### config.mk
export PLATFORM = sky130hd
export DESIGN_NAME = mc_cpu_core
export DESIGN_NICKNAME = d
export VERILOG_FILES = /design/src/rtl/mc_cpu_core.sv
export SDC_FILE = /design/constraint.sdc
export NUM_CORES = 2
export LEC_CHECK = 0
export CAP_MARGIN = 20
export CORE_UTILIZATION = 25
export CTS_CLUSTER_SIZE = 20
export DETAILED_ROUTE_END_ITERATION = 16
export GPL_TIMING_DRIVEN = 0
export PLACE_DENSITY_LB_ADDON = 0.3
export SLEW_MARGIN = 20
export SYNTH_ARGS = -nofsm -noshare
export SYNTH_HDL_FRONTEND = slang
export SYNTH_SLANG_ARGS = --single-unit
### constraint.sdc
create_clock -name clk -period 9.1 [get_ports clk]
set_input_delay 2.73 -clock clk [delete_from_list [all_inputs] [get_ports clk]]
set_output_delay 2.73 -clock clk [all_outputs]
set_load 0.1 [all_outputs]
### src/rtl/mc_cpu_core.sv
// mc_cpu_core: multi-cycle RV32I-subset core with a unified ready-handshake memory port, halt on illegal opcode and retired-instruction counter
module mc_cpu_core #(
  parameter int AW = 10,
  parameter logic [AW-1:0] RESET_PC = '0
) (
  input  logic          clk,
  input  logic          rstn,
  output logic          mem_req,
  output logic          mem_we,
  output logic [AW-1:0] mem_addr,
  output logic [31:0]   mem_wdata,
  input  logic [31:0]   mem_rdata,
  input  logic          mem_ready,
  output logic          halted,
  output logic [31:0]   instret,
  output logic [AW-1:0] debug_pc,
  input  logic [4:0]    debug_rf_addr,
  output logic [31:0]   debug_rf_data,
  output logic [2:0]    debug_state
);
  localparam logic [2:0] FETCH = 3'd0, DECODE = 3'd1, EXEC = 3'd2, MEM = 3'd3, WB = 3'd4, HALT = 3'd7;
  localparam logic [6:0] OP_R = 7'h33, OP_I = 7'h13, OP_LW = 7'h03, OP_SW = 7'h23;
  localparam logic [6:0] OP_BR = 7'h63, OP_JAL = 7'h6f, OP_JALR = 7'h67;
  logic [2:0] state;
  logic [AW-1:0] pc, pc4, pc_imm, br_tgt, nxt_pc;
  logic [31:0] ir, a, b, imm, alu_out, mdr, alu, imm_dec;
  logic [31:0] rf [32];
  logic [6:0] op;
  logic [2:0] f3;
  logic [4:0] rd;
  logic legal, is_jump, taken;
  assign op = ir[6:0];
  assign f3 = ir[14:12];
  assign rd = ir[11:7];
  assign legal = op inside {OP_R, OP_I, OP_LW, OP_SW, OP_BR, OP_JAL, OP_JALR};
  assign is_jump = op == OP_JAL || op == OP_JALR;
  assign imm_dec = op == OP_SW ? {{20{ir[31]}}, ir[31:25], ir[11:7]}
                 : op == OP_BR ? {{19{ir[31]}}, ir[31], ir[7], ir[30:25], ir[11:8], 1'b0}
                 : op == OP_JAL ? {{11{ir[31]}}, ir[31], ir[19:12], ir[20], ir[30:21], 1'b0}
                 : {{20{ir[31]}}, ir[31:20]};
  assign alu = op != OP_R ? a + imm
             : f3 == 3'd7 ? a & b
             : f3 == 3'd6 ? a | b
             : ir[30] ? a - b : a + b;
  assign taken = f3 == 3'd4 ? $signed(a) < $signed(b) : a == b;
  assign pc4 = pc + AW'(4);
  assign pc_imm = pc + imm[AW-1:0];
  assign br_tgt = taken ? pc_imm : pc4;
  assign nxt_pc = op == OP_BR ? br_tgt : op == OP_JAL ? pc_imm : op == OP_JALR ? alu[AW-1:0] : pc;
  // Gated by rstn so the request drops the moment reset asserts, not at the next edge
  assign mem_req = rstn && (state == FETCH || state == MEM);
  assign mem_we = rstn && state == MEM && op == OP_SW;
  assign mem_addr = state == MEM ? {alu_out[AW-1:2], 2'b00} : pc;
  assign mem_wdata = b;
  assign halted = state == HALT;
  assign debug_pc = pc;
  assign debug_state = state;
  assign debug_rf_data = rf[debug_rf_addr];
  always_ff @(posedge clk or negedge rstn)
    if (!rstn) begin
      state <= FETCH;
      pc <= RESET_PC;
      ir <= '0;
      a <= '0;
      b <= '0;
      imm <= '0;
      alu_out <= '0;
      mdr <= '0;
      instret <= '0;
      for (int i = 0; i < 32; i++) rf[i] <= '0;
    end else
      case (state)
        FETCH: if (mem_ready) begin
          ir <= mem_rdata;
          state <= DECODE;
        end
        DECODE: begin
          a <= rf[ir[19:15]];
          b <= rf[ir[24:20]];
          imm <= imm_dec;
          state <= legal ? EXEC : HALT;
        end
        EXEC: begin
          alu_out <= is_jump ? {{(32-AW){1'b0}}, pc4} : alu;
          pc <= {nxt_pc[AW-1:2], 2'b00};
          instret <= instret + {31'd0, op == OP_BR};
          state <= op == OP_BR ? FETCH : (op == OP_LW || op == OP_SW) ? MEM : WB;
        end
        MEM: if (mem_ready) begin
          if (op == OP_SW) begin
            pc <= pc4;
            instret <= instret + 32'd1;
            state <= FETCH;
          end else begin
            mdr <= mem_rdata;
            state <= WB;
          end
        end
        WB: begin
          if (rd != 5'd0) rf[rd] <= op == OP_LW ? mdr : alu_out;
          if (!is_jump) pc <= pc4;
          instret <= instret + 32'd1;
          state <= FETCH;
        end
        default: state <= HALT;
      endcase
endmodule
==> summary.md <==
| Metric | Value |
|---|---|
| Status | finished, violations left |
| Failing checks | setup timing |
| Post-synth cell types | 88 |
| VDD IR max | 0.230 mV |
| Max incr delay on CP | 860 ps |
| Worst hold slack | 485 ps |
| GR Util met3 | 0.0663 |
| Worst R2R Path Depth | 7 |
| CTS clock-pin slew for the worst setup and hold paths | 50 ps |
| Met2 Resource Use GR | 0.338 |
| Post-CTS setup buffers | 0 |
| First-pass iteration count of the detailed router | 6 |
| Max-cap violations | 0 |
| Flop2flop setup slack | 4320 ps |
| Area Overhead vs Synth | 16.6% |
| Antenna violations before repair | 25 |
| Number of global-route vias before repair | 61,400 |
| Initial drt markers | 8,397 |
| Worst Setup SP | debug_rf_addr[1] |
| #FFs+latches synth | 1,248 |
| Final Cycle Share | 1.01 |
| Crit path required time | 6370 ps |
| Power per cell area | 246 nW/um^2 |
| Cell Area, Placed | 83,300 sq um |
| Clk sinks | 1,248 |
| Sequential share of the synthesized area | 0.411 |
| Crit path kind | primary input to output port |
| Clk_lat worst skew | 850 ps |
| Worst-path fanout max | 10 |
| Die W | 553 microns |
| F_max | 109 MHz |
| Tightest Pin Transition | 1290 ps |
| Ranking of synthesized cells by area | dfrtp_1 41%, mux4_2 28%, o21ai_0 5.1% |
| Via count | 62,700 |
| Critical path arrival | 6460 ps |
| Crit path cell chain | clkbuf_1 > clkbuf_1 > mux4_2 > mux4_2 > mux2_2 > dlygate4sd2_1 |
| GRT Total Usage | 0.220 |
| H-tree depth | 4 |
| FF-to-FF Start | ir[20] |
| Post-synthesis async set-or-reset flop share | 1.00 |
| Post-cts sizing count | 78 |
| Final Skew | 61.5 ps |
| Detailed-placement wirelength estimate | 268 mm |
| CTS max path bufs | 3 |
| Endpoints failing setup | 15 |
| Drt via density | 5.70 |
| Core area | 301,000 sq um |
| Critical Path End Type | output port |
| Final #Nets | 7,112 |
| Pin count of the biggest net entering global routing | 145 |
| Cell accounting for the most synthesized area | dfrtp_1 |
| GP Congestion | 0.980 |
| CP Capture Point | debug_rf_data[26] |
| Clk Tree Root Cell | clkbuf_16 |
| Final WL | 344 mm |
| Layout cells sized above 1 | 0.220 |
| Residual DRC | 0 |
| Post-route design area | 88,500 sq um |
| Final Max Tran Viols | 0 |
| Initial Utilization | 0.252 |
| Cells after Synth | 6,583 |
| LEAKAGE | 35.3 nW |
| Final setup margin | -91.9 ps |
| Antenna-violating nets left | 0 |
| Final core utilization | 0.294 |
| Total Neg Setup Slack | -783 ps |
| Main synth FF type | dfrtp_1 |
| Ys Warns | 0 |
| Post-cts hold buffer count | 0 |
| Commonest cells post-synth | 1,248 x dfrtp_1, 960 x mux4_2, 854 x nand2_1, 777 x o21ai_0, 531 x clkbuf_1 |
| Slowest stage cell, crit path | clkbuf_1 |
| CTS tree | done |
| Total congestion overflow | 0 |
| Synthesized area | 75,900 sq um |
| Met1 Usage GRT | 0.282 |
| IO buf count | 152 |
| Synth top area share | 0.411 |
| DR WL/cell | 31.3 microns |
| # rows | 201 |
| Synth Area per Inst | 11.5 sq um |
| Fillers | 30,700 |
| Final Hold Fails | 0 |
| Most frequent cell after synthesis | dfrtp_1 |
| Tmin final | 9190 ps |
| Gr busiest metal | met2 |
| IO Pins | 162 |
| Die area | 306,000 sq um |
| Cts bufs inserted | 148 |
| Global-route wire length before repair | 479 mm |
| Hold Crit Class | flop to flop |
| Slew margin rel. | 0.142 |
| Die Y | 553 microns |
| EDFF count, synth | 0 |
| Startpoint Class | primary input |
| R2R Path End | mem_wdata[30] |
## flip-flops by register name (all words and copies together) (netlist names)
name and cells:
rf 1024, a 32, alu_out 32, instret 32, ir 32, mdr 32
mem_wdata 32, imm 21, debug_pc 8, debug_state 3
## placed cells by master, fill, tap and decap left out, drive strengths merged, types with 21 or more instances in the layout
master,synthesis,layout
inv,116,129
dfrtp,1248,1248
nand2b,21,21
nand2,854,854
xor2,29,29
a31oi,24,24
a21o,24,24
mux2i,121,121
clkinv,0,30
a211oi,22,22
nor3,50,50
xnor2,62,62
o21ai,783,783
mux4,960,960
dlygate4sd2,0,24
nor2,525,525
ha,145,145
nand3,37,37
buf,116,144
mux2,103,103
o211ai,26,26
clkdlybuf4s50,0,117
clkbuf,531,741
a21oi,526,526
## stage by stage
stage | worst slack [ps] | total power, mW | cells
after floorplan | 1210 | 11.9 | 6586
after global placement | -53390 | 15.2 | 10700
after detailed placement | -1180 | 15.2 | 10700
after CTS | -52.3 | 21.6 | 11000
after global routing | -10.7 | 22.5 | 11000
final | -91.9 | 21.8 | 11000
## worst min path at each step
| stage | end | slack [ps] | cells after the start | start |
|---|---|---|---|---|
| 6_report | instret[31] | 480 | 1 | instret[31] |
| 5_1_grt | rf[1009] | 510 | 1 | rf[1009] |
| 4_1_cts | instret[31] | 490 | 1 | instret[31] |
| 3_5_place_dp | instret[19] | 480 | 1 | instret[19] |
| 3_3_place_gp | rf[1011] | 470 | 1 | rf[1011] |
| 2_1_floorplan | alu_out[10] | 450 | 2 | alu_out[10] |
## cell type report
cell class	count	area, sq um	share of cell area
diodes	11	27.5	0.000311
plain buffers	647	2700	0.0305
clock buffers	206	4300	0.0486
clock inverters	59	776	0.00876
inverters	116	435	0.00492
multi-input cells	4575	41800	0.473
flip-flops and latches	1248	31200	0.353
well taps	3958	4950	0.0560
repair buffers	188	2250	0.0254
## power breakdown
group	internal [mW]	switching, mW
Sequential	5.95	0.690
Combinational	2.70	6.05
Clock	3.74	2.64
Total	12.4	9.38
## cell families after synthesis
family / after synthesis / share of synthesized area
other cells: 1 / 0.0000494
compound gates: 1538 / 0.111
mux: 1184 / 0.316
flops: 1248 / 0.411
simple gates: 1610 / 0.0870
buf+inv: 763 / 0.0389
xor+xnor: 91 / 0.0105
fa+ha+maj: 148 / 0.0247
## metal layers
layer	wire, microns	share of wire
met5	313	0.00091
met4	17100	0.050
met3	38800	0.11
met2	154000	0.45
met1	134000	0.39
## critical path: cells and delay by family
| kind | cells | cell delay, ps |
|---|---|---|
| buffers and inverters | 3 | 2320 |
| muxes | 3 | 1370 |
Note: power is estimated with default switching activity, not from simulation.
